<file path="src/rtl/aes_spi_rx_pkg.sv">
`default_nettype none
// ============================================================================
// Module   : aes_spi_rx_pkg
// Desc     : Shared constants and FSM state type for the AES SPI receive deframer.
// Revision : 1.0 - initial release
// ============================================================================
package aes_spi_rx_pkg;

    localparam int BLOCK_BYTES = 16;
    localparam int BLOCK_W     = 128;
    localparam int BYTE_W      = 8;
    localparam int BCNT_W      = 4;

    typedef enum logic [0:0] {
        IDLE = 1'b0,
        RECV = 1'b1
    } rx_state_t;

endpackage
`default_nettype wire

</file>
<file path="src/rtl/aes_spi_rx_fifo.sv">
`default_nettype none
// ============================================================================
// Module   : aes_spi_rx_fifo
// Desc     : Synchronous FIFO with a registered head output; a pop shows the
//            next entry on o_data the cycle after the handshake.
// Revision : 1.0 - initial release
// ============================================================================
module aes_spi_rx_fifo #(
    parameter int DEPTH = 4,
    parameter int WIDTH = 128
) (
    input  logic             clk,
    input  logic             resetn,
    input  logic             i_push,
    input  logic [WIDTH-1:0] i_data,
    input  logic             i_pop,
    output logic [WIDTH-1:0] o_data,
    output logic             o_full,
    output logic             o_empty
);

    localparam int                c_ADDR_W  = $clog2(DEPTH);
    localparam logic [c_ADDR_W:0] c_PTR_ONE = {{c_ADDR_W{1'b0}}, 1'b1};

    logic [WIDTH-1:0]  r_mem [DEPTH];
    logic [c_ADDR_W:0] r_wr_ptr;
    logic [c_ADDR_W:0] r_rd_ptr;
    logic [WIDTH-1:0]  r_head;
    logic              w_do_push;
    logic              w_do_pop;
    logic [c_ADDR_W:0] w_rd_next;

    // Pointers carry one extra wrap bit to tell full from empty.
    assign o_empty   = (r_wr_ptr == r_rd_ptr);
    assign o_full    = (r_wr_ptr[c_ADDR_W] != r_rd_ptr[c_ADDR_W]) &&
                       (r_wr_ptr[c_ADDR_W-1:0] == r_rd_ptr[c_ADDR_W-1:0]);
    assign w_do_pop  = i_pop && !o_empty;
    assign w_do_push = i_push && (!o_full || w_do_pop);
    assign w_rd_next = w_do_pop ? (r_rd_ptr + c_PTR_ONE) : r_rd_ptr;
    assign o_data    = r_head;

    always_ff @(posedge clk) begin
        if (w_do_push) begin
            r_mem[r_wr_ptr[c_ADDR_W-1:0]] <= i_data;
        end
    end

    always_ff @(posedge clk or negedge resetn) begin
        if (!resetn) begin
            r_wr_ptr <= '0;
            r_rd_ptr <= '0;
            r_head   <= '0;
        end else begin
            if (w_do_push) begin
                r_wr_ptr <= r_wr_ptr + c_PTR_ONE;
            end
            r_rd_ptr <= w_rd_next;
            // When the new head is the slot being written now, bypass the array.
            if (w_do_push || w_do_pop) begin
                r_head <= (w_rd_next == r_wr_ptr) ? i_data
                                                  : r_mem[w_rd_next[c_ADDR_W-1:0]];
            end
        end
    end

endmodule
`default_nettype wire

</file>
<file path="src/rtl/aes_spi_rx.sv">
`default_nettype none
// ============================================================================
// Module   : aes_spi_rx
// Desc     : 8-lane parallel SPI receive deframer; packs 16 strobed bytes into
//            128-bit blocks and streams them out of a block FIFO.
// Config   : AES_SPI_RX_SYNC_EN adds 2-flop synchronizers on all SPI pins.
// Revision : 1.0 - initial release
// ============================================================================
module aes_spi_rx
    import aes_spi_rx_pkg::*;
#(
    parameter int FIFO_DEPTH = 4,
    parameter int CNT_W      = 16
) (
    input  logic               clk,
    input  logic               resetn,
    input  logic [7:0]         spi_data,
    input  logic               spi_clk,
    input  logic               spi_cs_n,
    output logic [127:0]       blk_data,
    output logic               blk_valid,
    input  logic               blk_ready,
    output logic [CNT_W-1:0]   blk_count,
    output logic               frame_err,
    output logic               overflow,
    input  logic               err_clr
);

    localparam int               c_PIN_W     = BYTE_W + 2;
    localparam logic [BCNT_W-1:0] c_LAST_BYTE = BCNT_W'(BLOCK_BYTES - 1);
    localparam logic [BCNT_W-1:0] c_BCNT_ONE  = {{(BCNT_W-1){1'b0}}, 1'b1};
    localparam logic [CNT_W-1:0]  c_CNT_ONE   = {{(CNT_W-1){1'b0}}, 1'b1};

    logic [c_PIN_W-1:0]  w_pins;
    logic [c_PIN_W-1:0]  w_pins_sync;
    logic [c_PIN_W-1:0]  r_smp;
    logic                r_clk_prev;
    logic                w_cs_n;
    logic                w_strobe;
    logic [BYTE_W-1:0]   w_byte;

    rx_state_t           r_state;
    logic [BLOCK_W-1:0]  r_shift;
    logic [BCNT_W-1:0]   r_byte_cnt;
    logic                r_armed;
    logic                r_frame_err;
    logic                r_overflow;
    logic [CNT_W-1:0]    r_blk_count;

    logic [BLOCK_W-1:0]  w_next_blk;
    logic                w_blk_done;
    logic                w_abort;
    logic                w_pop;
    logic                w_accept;
    logic                w_drop;
    logic                w_full;
    logic                w_empty;

    assign w_pins = {spi_cs_n, spi_clk, spi_data};

`ifdef AES_SPI_RX_SYNC_EN
    logic [c_PIN_W-1:0] r_sync1;
    logic [c_PIN_W-1:0] r_sync2;

    always_ff @(posedge clk or negedge resetn) begin
        if (!resetn) begin
            r_sync1 <= '0;
            r_sync2 <= '0;
        end else begin
            r_sync1 <= w_pins;
            r_sync2 <= r_sync1;
        end
    end

    assign w_pins_sync = r_sync2;
`else
    assign w_pins_sync = w_pins;
`endif

    // Sampled chip-select resets to "asserted" so a frame already in flight at
    // reset release cannot arm the receiver until a real high is observed.
    always_ff @(posedge clk or negedge resetn) begin
        if (!resetn) begin
            r_smp      <= '0;
            r_clk_prev <= 1'b0;
        end else begin
            r_smp      <= w_pins_sync;
            r_clk_prev <= r_smp[BYTE_W];
        end
    end

    assign w_cs_n   = r_smp[BYTE_W+1];
    assign w_strobe = r_smp[BYTE_W] && !r_clk_prev;
    assign w_byte   = r_smp[BYTE_W-1:0];

    assign w_next_blk = {r_shift[BLOCK_W-BYTE_W-1:0], w_byte};
    assign w_blk_done = (r_state == RECV) && !w_cs_n && w_strobe &&
                        (r_byte_cnt == c_LAST_BYTE);
    assign w_abort    = (r_state == RECV) && w_cs_n && (r_byte_cnt != '0);
    assign w_pop      = blk_ready && !w_empty;
    assign w_accept   = w_blk_done && (!w_full || w_pop);
    assign w_drop     = w_blk_done && w_full && !w_pop;

    always_ff @(posedge clk or negedge resetn) begin
        if (!resetn) begin
            r_state     <= IDLE;
            r_shift     <= '0;
            r_byte_cnt  <= '0;
            r_armed     <= 1'b0;
            r_frame_err <= 1'b0;
            r_overflow  <= 1'b0;
            r_blk_count <= '0;
        end else begin
            if (w_cs_n) begin
                r_armed <= 1'b1;
            end

            case (r_state)
                IDLE: begin
                    if (!w_cs_n && r_armed) begin
                        r_state <= RECV;
                    end
                end
                RECV: begin
                    // Chip-select release takes priority over a coincident strobe.
                    if (w_cs_n) begin
                        r_state    <= IDLE;
                        r_byte_cnt <= '0;
                    end else if (w_strobe) begin
                        r_shift    <= w_next_blk;
                        r_byte_cnt <= r_byte_cnt + c_BCNT_ONE;
                    end
                end
                default: r_state <= IDLE;
            endcase

            if (w_abort) begin
                r_frame_err <= 1'b1;
            end else if (err_clr) begin
                r_frame_err <= 1'b0;
            end

            if (w_drop) begin
                r_overflow <= 1'b1;
            end else if (err_clr) begin
                r_overflow <= 1'b0;
            end

            if (w_accept) begin
                r_blk_count <= r_blk_count + c_CNT_ONE;
            end
        end
    end

    aes_spi_rx_fifo #(
        .DEPTH (FIFO_DEPTH),
        .WIDTH (BLOCK_W)
    ) u_fifo (
        .clk     (clk),
        .resetn  (resetn),
        .i_push  (w_accept),
        .i_data  (w_next_blk),
        .i_pop   (w_pop),
        .o_data  (blk_data),
        .o_full  (w_full),
        .o_empty (w_empty)
    );

    assign blk_valid = !w_empty;
    assign blk_count = r_blk_count;
    assign frame_err = r_frame_err;
    assign overflow  = r_overflow;

endmodule
`default_nettype wire

</file>
<file path="config.mk">
export PLATFORM = sky130hd
export DESIGN_NAME = aes_spi_rx
export DESIGN_NICKNAME = d
export VERILOG_FILES = /design/src/rtl/aes_spi_rx_pkg.sv /design/src/rtl/aes_spi_rx_fifo.sv /design/src/rtl/aes_spi_rx.sv
export SDC_FILE = /design/constraint.sdc
export NUM_CORES = 1
export LEC_CHECK = 0
export ABC_AREA = 1
export CORE_ASPECT_RATIO = 0.75
export CORE_MARGIN = 1
export CORE_UTILIZATION = 60
export CTS_CLUSTER_DIAMETER = 30
export CTS_CLUSTER_SIZE = 16
export DETAILED_ROUTE_END_ITERATION = 12
export DONT_BUFFER_PORTS = 1
export PLACE_DENSITY = 0.76
export SYNTH_ARGS = -nofsm -noshare
export SYNTH_HDL_FRONTEND = slang
export SYNTH_SLANG_ARGS = --single-unit
</file>
<file path="constraint.sdc">
create_clock -name clk -period 10.05 [get_ports clk]
set_clock_uncertainty 0.1 [all_clocks]
set_input_delay 1.005 -clock clk [delete_from_list [all_inputs] [get_ports clk]]
set_output_delay 1.005 -clock clk [all_outputs]
set_load 0.005 [all_outputs]
</file>
After elaboration in Yosys (flattened, before gate mapping)
Memory sizes are Yosys's and may differ from the RTL's.
Cells that the tools add are included.
{"block": "op_classes", "n_addsub": 4, "n_mul": 0, "div_mod_pow": 0, "order_cmp": 0, "eq_ne": 5, "shift": 0, "n_mux": 12, "n_bitwise": 2, "n_reduce_logical": 28}
{"operator": "$mux 128", "count": 1}
{"operator": "$add 16x1->16 const B", "count": 1}
{"operator": "$logic_and 1x1->1", "count": 14}
{"operator": "$mux 4", "count": 2}
{"operator": "$mux 1", "count": 7}
{"operator": "$add 3x1->3 const B", "count": 2}
{"operator": "$eq 3x3->1", "count": 2}
{"operator": "$reduce_bool 2->1", "count": 3}
{"operator": "$logic_not 1->1", "count": 5}
{"operator": "$add 4x1->4 const B", "count": 1}
{"operator": "$eq 4x4->1 const B", "count": 1}
{"operator": "$reduce_bool 4->1", "count": 1}
{"operator": "$logic_or 1x1->1", "count": 3}
{"operator": "$mux 3", "count": 1}
{"operator": "$reduce_and 3->1", "count": 1}
{"operator": "$eq 2x2->1", "count": 1}
{"operator": "$not 1->1", "count": 2}
{"operator": "$pmux 1 s2", "count": 1}
{"operator": "$reduce_and 2->1", "count": 1}
{"operator": "$ne 1x1->1", "count": 1}
{"block": "totals", "regBits": 289, "latch_bits": 0, "ram_bits": 512, "rom_bits": 0, "input_bits": 14, "out_inout_bits": 147, "memories": 1}
{"memory": "u_fifo.r_mem", "words": 4, "word_bits": 128, "rd": 1, "rd_clocked_by_memory_dff": 0, "wr": 1, "line_no": "aes_spi_rx_fifo.sv:25", "source": "logic [WIDTH-1:0] r_mem [DEPTH];"}

Longest topological paths before layout
Gate-level depths: netlist of run 1.
{"block": "logic_depth", "depth_word": 8, "mapped_depth": 15, "depth_no_buf": 13}

By module
From an unflattened synthesis of run 1, not the netlist that was laid out.
{"block": "unflattened", "cells_unflattened": 3148, "hier_area_um2": 33654.8}
{"mod": "aes_spi_rx_fifo", "n_inst": 1, "cells_per_inst": 2447, "area_per_inst_um2": 27527.7, "seq_area_each_um2": 18728.0}
{"mod": "aes_spi_rx", "n_inst": 1, "cells_per_inst": 701, "area_per_inst_um2": 6127.1, "seq_area_each_um2": 3878.7}

Least setup slack after synthesis of run 1
OpenSTA, ideal clock, no wires.
{"block": "synth_path", "path_kind": "input to register", "from": "in blk_ready", "to": "mem u_fifo.r_mem[0][0] (enable)", "setup_ns": 0.617, "arrival_ns": 7.115, "required_ns": 9.333, "setup_slack_ns": 2.218, "path_stages": 6, "n_path_buf": 2, "path_cell_list": "buf_1 nand2_4 nand2_1 nand2_2 buf_1 nor2_1"}
{"block": "synth_via", "elab_chain_cells": 6, "elab_cells_between_ends": 8, "cone_classes": "mux (2); reduce/logical (6)"}
{"item": "start, declared", "line_no": "aes_spi_rx.sv:22", "source": "input logic blk_ready,"}
{"item": "$logic_and 1x1->1 (*)", "line_no": "aes_spi_rx.sv:100", "source": "assign w_pop = blk_ready && !w_empty;"}
{"item": "$logic_or 1x1->1 / $logic_and 1x1->1 (equally long branches)", "line_no": "aes_spi_rx.sv:101, aes_spi_rx_fifo.sv:37"}
{"item": "$logic_and 1x1->1 / $logic_or 1x1->1 (equally long branches)", "line_no": "aes_spi_rx.sv:101, aes_spi_rx_fifo.sv:38"}
{"item": "$logic_and 1x1->1 (*)", "line_no": "aes_spi_rx_fifo.sv:38", "source": "assign w_do_push = i_push && (!o_full || w_do_pop);"}
{"item": "$mux 1 (*)", "line_no": "aes_spi_rx_fifo.sv:43", "source": "if (w_do_push) begin"}
{"item": "$mux 1 (implied by the code) (*)", "line_no": "aes_spi_rx_fifo.sv:44", "source": "r_mem[r_wr_ptr[c_ADDR_W-1:0]] <= i_data;"}
{"item": "end, declared", "line_no": "aes_spi_rx_fifo.sv:25"}
Every way passes the cells marked *; elsewhere a longest branch is shown, timed or not.

Worst setup path after layout of run 1
{"block": "layout_path", "from": "reg u_fifo.r_rd_ptr[0]", "to": "reg u_fifo.r_head[26], in the netlist u_fifo.o_data[26]"}
{"block": "layout_via", "elab_chain_cells": 7, "elab_cells_between_ends": 17, "cone_classes": "add/sub (1); eq/ne (3); mux (2); reduce/logical (10); memory (1)"}
{"item": "start, declared", "line_no": "aes_spi_rx_fifo.sv:27", "source": "logic [c_ADDR_W:0] r_rd_ptr;"}
{"item": "start signal, assigned", "line_no": "aes_spi_rx_fifo.sv:57", "source": "r_rd_ptr <= w_rd_next;"}
{"item": "$eq 3x3->1 (*)", "line_no": "aes_spi_rx_fifo.sv:34", "source": "assign o_empty = (r_wr_ptr == r_rd_ptr);"}
{"item": "$logic_not 1->1 (*)"}
{"item": "via blk_valid", "line_no": "aes_spi_rx.sv:21", "source": "output logic blk_valid,"}
{"item": "$logic_and 1x1->1", "line_no": "aes_spi_rx.sv:100"}
{"item": "$logic_and 1x1->1 / $logic_or 1x1->1 (equally long branches)", "line_no": "aes_spi_rx_fifo.sv:37, aes_spi_rx.sv:101"}
{"item": "$mux 3 (tied with other cells)", "line_no": "aes_spi_rx_fifo.sv:39", "source": "assign w_rd_next = w_do_pop ? (r_rd_ptr + c_PTR_ONE) : r_rd_ptr;"}
{"item": "$mem_v2 4x128 (tied with other cells)"}
{"item": "$mux 128 / $logic_or 1x1->1 (equally long branches)", "line_no": "aes_spi_rx_fifo.sv:60, aes_spi_rx_fifo.sv:59"}
{"item": "end signal, assigned", "line_no": "aes_spi_rx_fifo.sv:60", "source": "r_head <= (w_rd_next == r_wr_ptr) ? i_data"}
{"item": "end, declared", "line_no": "aes_spi_rx_fifo.sv:28", "source": "logic [WIDTH-1:0] r_head;"}
Mark *: on every way through the listed nets, which the timed path passes. The rest lies on a longest branch.
A chain may end at the register's enable or synchronous reset.

==> results of run 1 <==
## logic make-up after synthesis
logic type	count (synthesis)	share of synthesized area [%]
buf+inv	377	5.104
xor+xnor	19	0.5036
compound gates	130	1.973
simple gates	1758	23.70
fa+ha+maj	8	0.3029
flops	801	68.41
## layer usage
layer  track usage, %  vias to the layer above  share of wire, %
met5                0                        -             0.025
met4            11.71                        4               2.5
met3            8.122                      189                11
met2            52.01                     1483                48
met1            42.27                    12050                38
li1                 -                    10570                 -
## sequential cells by signal, indices dropped and copies added, names as in the netlist, 3 cells and up
register         count
u_fifo.r_mem       512
u_fifo.r_wr_ptr      3
blk_count           16
u_fifo.o_data      128
u_fifo.r_rd_ptr      3
r_smp               10
r_byte_cnt           4
r_shift            120
## cell usage in the layout, fill, tap and decap left out, types with 5 or more instances in the layout
| cell type | netlist | layout |
|---|---|---|
| buf_4 | 9 | 31 |
| bufinv_16 | 0 | 19 |
| clkbuf_1 | 30 | 26 |
| clkbuf_16 | 0 | 139 |
| clkbuf_8 | 0 | 14 |
| clkinv_1 | 1 | 10 |
| clkinv_2 | 0 | 12 |
| clkinvlp_4 | 0 | 12 |
| dfrtp_1 | 289 | 289 |
| edfxtp_1 | 512 | 512 |
| ha_1 | 8 | 8 |
| inv_1 | 149 | 148 |
| inv_6 | 0 | 10 |
| nand2_1 | 811 | 803 |
| nand2_4 | 1 | 9 |
| nand3_1 | 902 | 900 |
| nand3b_1 | 9 | 9 |
| nand4_1 | 8 | 8 |
| nor2_1 | 14 | 10 |
| nor2_4 | 0 | 5 |
| o21ai_0 | 129 | 129 |
| xnor2_1 | 11 | 11 |
| xor2_1 | 8 | 8 |
## critical path: stages, from the launching register on
cell,delay (ns)
dfrtp_1,0.51
inv_2,0.15
nand2_1,0.14
nand2_2,0.09
nand3_4,0.14
nand2_4,0.15
nand2_1,0.13
nand2_4,0.59
nand2_1,0.35
nand2_4,0.36
nand2_4,0.86
buf_4,0.82
nand2_1,0.16
nand3_1,0.12
nand2_1,0.07
## report_power, final
| group | total [W] | internal (W) | switching [W] |
|---|---|---|---|
| Clock | 0.00471 | 0.00313 | 0.00158 |
| Combinational | 0.00313 | 0.000833 | 0.00230 |
| Sequential | 0.00424 | 0.00385 | 0.000389 |
| Total | 0.0121 | 0.00781 | 0.00427 |
## through the flow
stage / total power [W] / utilization [%] / setup slack [ns] / hold slack [ns] / instances
after detailed placement: 0.007297 / 60.99 / 5.043 / 0.2754 / 3622
after CTS: 0.01206 / 69.65 / 5.031 / 0.2197 / 3870
after global placement: 0.007193 / 60.99 / 5.259 / 0.2586 / 3622
final: 0.01208 / 69.70 / 4.960 / 0.2102 / 3871
after floorplan: 0.006376 / - / 2.218 / 0.2537 / 3093
after global routing: 0.01261 / 69.70 / 4.701 / 0.2180 / 3871
## final cells by class
class / count / area [sq um]
Inverter: 153 / 576.8
Tap cell: 722 / 903.4
Clock inverter: 68 / 920.9
Clock buffer: 179 / 3769
Timing Repair Buffer: 33 / 287.8
Sequential cell: 801 / 22610
Fill cell: 3634 / 16490
Multi-Input combinational cell: 1915 / 8885
## final timing paths
path,from,end,slack (ns),cells after the start
hold / removal,resetn,r_shift[108]$_DFFE_PN0P_,0.21,1
setup / recovery,u_fifo.r_rd_ptr[0]$_DFF_PN0_,u_fifo.o_data[26]$_DFFE_PN0P_,4.96,14
hold reg to reg,r_smp[8]$_DFF_PN0_,r_clk_prev$_DFF_PN0_,0.29,0
max in group asynchronous,resetn,u_fifo.o_data[18]$_DFFE_PN0P_,8.19,2
min in group clk,spi_clk,r_smp[8]$_DFF_PN0_,0.24,0
setup reg to reg,u_fifo.r_rd_ptr[0]$_DFF_PN0_,u_fifo.o_data[26]$_DFFE_PN0P_,4.96,14
==> qor.yml, run 1 <==
first_global_vias: 24470
hold_class: "primary input to async pin"
die_y_um: 205.2
grt_pass1_wl_um: 137700
setup_viol: 0
ys_top_cells_by_count: "nand3_1 (902), nand2_1 (811), edfxtp_1 (512)"
ys_seq_area_share_pct: 68.41
wl_um: 88710
worstPathMaxFanout: 77
finalCriticalPeriod_ns: 5.091
start_util_pct: 60.70
cts_tree: "done"
routed_via_density: 6.275
place_hpwl_um: 42680
fmax_ghz: 0.1964
ys_seq_elements: 801
rows: 74
setup-tns-final_ns: 0
slew_headroom_pct: 21.43
antenna_found_initial: 2
grt_usage_pct: 32.08
postCtsSetupBuffers: 0
cts_htree_levels: 4
cp-end-kind: "register"
clock_path_buffers: 3
synth_warnings: 0
grt-ovfl-total: 0
finalHoldViolations: 0
clk_pin_slew_worst_paths_ns: 0.05
area_growth_syn_to_layout_pct: 14.84
die_area_sq_um: 56030
io_pins: 161
place_congestion: 0.8267
p_leak_nw: 15.57
cp.arrival_ns: 5.54
status: "finished, final reports clean"
synth_top_area_cell: "edfxtp_1"
ir_worst_vdd_mv: 0.2199
syn_inst: 3093
final_area_sq_um: 37950
detail-route-antenna-nets: 0
start_kind: "register"
power_density_nw_per_um2: 318.3
wl_per_cell_um: 22.92
layout-drive-gt1-share_pct: 8.638
grt_max_degree: 290
coreArea_sq_um: 54440
slew_violations: 0
syn_area_sq_um: 33040
die_x_um: 273.0
hold_buffers: 1
vias: 24290
cts_root_buffer: "clkbuf_16"
drt-pass1-iter-count: 6
drt_iter0_drc: 3209
async_flop_share_pct: 36.08
synth_area_leaders: "edfxtp_1 (47%), dfrtp_1 (22%), nand3_1 (14%)"
synth_most_common_cell: "nand3_1"
maxCapViolCount: 0
rsz0062_at_grt: "no"
io_buffers: 0
worstPathRequired_ns: 10.50
numCtsBuffers: 133
synthDistinctLibCells: 28
cts.repair.resized: 0
avgSynthCellArea_sq_um: 10.68
syn_nets: 3115
nets: 3059
tightestPinTransition_ns: 1.179
clk_latency_ns: 0.69
clock_sinks: 801
drc_errors: 0
synth_ff_type: "edfxtp_1"
num_antenna_cells: 0
min_period_over_period_pct: 50.65
place_area_sq_um: 33200
yosys.area.top_type_share_pct: 46.53
synth_edf_count: 512
critPathKind: "register to register"
Power figures use the tool's default switching activity.
==> inputs of run 2 (changes only) <==
clock period = 5.1 ns   (was 10.05 ns; I/O delays follow)
==> run 2 against run 1 <==
  * The run now ends with hold timing left
  * Cell area rose by 0.32%
  * Largest power group unchanged
  * Cell count up 0.15%
  * Setup slack lost 3.6 ns
  * Register-to-register slack worse by 3.6 ns
  * Critical path type unchanged
  * Clock power is 90% higher
  * Sequential power grew 97%
==> qor.yml, run 2 (same netlist as run 1, synthesis figures left out) <==
finalWorstSetupSlack_ns: 1.324  # was 4.960 ns
rows: 74  # unchanged
wl_um: 88540  # was 88,710 um
cts_root_buffer: "clkbuf_16"  # unchanged
first_global_vias: 24660  # was 24,470
clk_latency_ns: 0.68  # was 0.69 ns
finalHoldViolations: 289  # was 0
vias: 24250  # was 24,290
rr_worst_depth: 12  # was 14
seqCellArea_sq_um: 22610  # unchanged
largest_reg_flops: 512  # unchanged
die_area_sq_um: 56030  # unchanged
cts.repair.resized: 0  # unchanged
die_x_um: 273.0  # unchanged
cp_common_cell: "nand2_1"  # unchanged
antenna_found_initial: 2  # unchanged
crit_path_max_incr_delay_ns: 0.67  # was 0.86 ns
cp.arrival_ns: 4.27  # was 5.54 ns
postCtsSetupBuffers: 0  # unchanged
crit_path_end: "u_fifo.o_data[4]$_DFFE_PN0P_"  # was u_fifo.o_data[26]$_DFFE_PN0P_
final_cell_mix: "nand3_1 (900), nand2_1 (803), edfxtp_1 (512)"  # unchanged
io_buffers: 0  # unchanged
drt_iter0_drc: 2929  # was 3,209
clock_path_buffers: 3  # unchanged
finalPower_w: 0.02357  # was 0.01208 W
dp_slack_ns: 1.415  # was 5.043 ns
cp-startpoint: "u_fifo.r_rd_ptr[0]$_DFF_PN0_"  # unchanged
reg2reg_from: "u_fifo.r_rd_ptr[0]$_DFF_PN0_"  # unchanged
wl_per_cell_um: 22.84  # was 22.92 um
worstPathMaxFanout: 72  # was 77
detail-route-antenna-nets: 0  # unchanged
grt_usage_pct: 31.99  # was 32.08%
drt-pass1-iter-count: 6  # unchanged
coreArea_sq_um: 54440  # unchanged
cp-end-kind: "register"  # unchanged
layout.cells.non_filler: 3877  # was 3,871
cts_tree: "done"  # unchanged
fillers: 3663  # was 3,634
grt_max_degree: 290  # unchanged
grt-ovfl-total: 0  # unchanged
finalCriticalPeriod_ns: 3.776  # was 5.091 ns
hold_buffers: 12  # was 1
tightestPinTransition_ns: 1.151  # was 1.179 ns
drc_errors: 0  # unchanged
power_density_nw_per_um2: 619.0  # was 318.3 nW/um^2
place_area_sq_um: 33460  # was 33,200 sq um
mostFrequentLayoutCell: "nand3_1"  # unchanged
nets: 3072  # was 3,059
area_growth_syn_to_layout_pct: 15.21  # was 14.84%
place_hpwl_um: 42580  # was 42,680 um
r2r_end: "u_fifo.o_data[4]$_DFFE_PN0P_"  # was u_fifo.o_data[26]$_DFFE_PN0P_
grt_pass1_wl_um: 137700  # about the same
final_area_sq_um: 38070  # was 37,950 sq um
hold_ws_ns: -0.5470  # was 0.2102 ns
place_congestion: 0.8164  # was 0.8267
r2r_slack_ns: 1.32  # was 4.96 ns
clk_pin_slew_worst_paths_ns: 0.05  # about the same
fmax_ghz: 0.2648  # was 0.1964 GHz
cts_htree_levels: 4  # unchanged
status: "complete, but fails checks"  # was finished, final reports clean
layout-drive-gt1-share_pct: 8.719  # was 8.638%
crit_chain: "inv_2 > nand2_1 > nand2_2 > nand3_4 > nand2_4 > nand2_1 > nand2_2 > nand2_4 > inv_4 > buf_12 > nand2_1 > nand2_1"  # was inv_2 > nand2_1 > nand2_2 > nand3_4 > nand2_4 > nand2_1 > nand2_4 > nand2_1 > nand2_4 > nand2_4 > buf_4 > nand2_1 > nand3_1 > nand2_1
start_util_pct: 60.70  # unchanged
maxCapViolCount: 0  # unchanged
rsz0062_at_grt: "no"  # unchanged
start_kind: "register"  # unchanged
violations: "hold timing"
multi_input_area_sq_um: 8885  # unchanged
slew_violations: 0  # unchanged
min_period_over_period_pct: 74.05  # was 50.65%
cp_slowest_cell: "inv_4"  # was nand2_4
ir_worst_vdd_mv: 0.7256  # was 0.2199 mV
worstPathRequired_ns: 5.60  # was 10.50 ns
setup_viol: 0  # unchanged
p_leak_nw: 15.63  # was 15.57 nW
die_y_um: 205.2  # unchanged
routed_via_density: 6.255  # was 6.275
clock_sinks: 801  # unchanged
dp_cells: 3628  # was 3,622
slew_headroom_pct: 23.29  # was 21.43%
numCtsBuffers: 130  # was 133
io_pins: 161  # unchanged
critPathKind: "register to register"  # unchanged
hold_class: "primary input to async pin"  # unchanged
[run 2: area by class of cell]
type                       count  area share, %
timing repair buffer          49          1.604
clock inverter                69          2.166
multi-input combinational   1915          23.34
tap                          722          2.373
inverter                     153          1.515
sequential                   801          59.38
antenna                        1       0.006573
clock buffer                 167          9.619
[run 2: metal layers]
layer,track usage (%),share of wire [%]
met1,41.42,37
met2,51.88,49
met3,8.706,11
met4,12.29,2.7
met5,0,0
[run 2: metrics by stage]
stage	utilization, %	hold WS, ns	setup TNS (ns)
global placement	61.46	0.1372	0
floorplan	-	0.1144	-40.49
CTS	69.93	-0.5712	0
detailed placement	61.46	0.1363	0
finish	69.93	-0.5470	0
global route	69.93	-0.5705	0
[run 2: report_power, final]
part / switching [W] / leakage (nW) / internal (W) / total, W
Clock: 0.00309 / 2.19 / 0.00585 / 0.00894
Combinational: 0.00451 / 4.95 / 0.00176 / 0.00628
Sequential: 0.000767 / 8.49 / 0.00758 / 0.00835
Total: 0.00837 / 15.6 / 0.0152 / 0.0236
[run 2: how the worst min path moves through the flow]
stage,startpoint,endpoint,cells after the start
5_1_grt,resetn,u_fifo.o_data[113]$_DFFE_PN0P_,0
6_report,resetn,u_fifo.o_data[127]$_DFFE_PN0P_,0
3_5_place_dp,resetn,r_shift[116]$_DFFE_PN0P_,0
4_1_cts,resetn,r_shift[104]$_DFFE_PN0P_,0
2_1_floorplan,resetn,blk_count[0]$_DFFE_PN0P_,0
3_3_place_gp,resetn,u_fifo.o_data[116]$_DFFE_PN0P_,0
[run 2: worst max-delay path: cells and delay by family (launching register included)]
family / cells / cell delay (ns)
simple gates: 9 / 1.77
buf+inv: 3 / 1.29
flops: 1 / 0.48
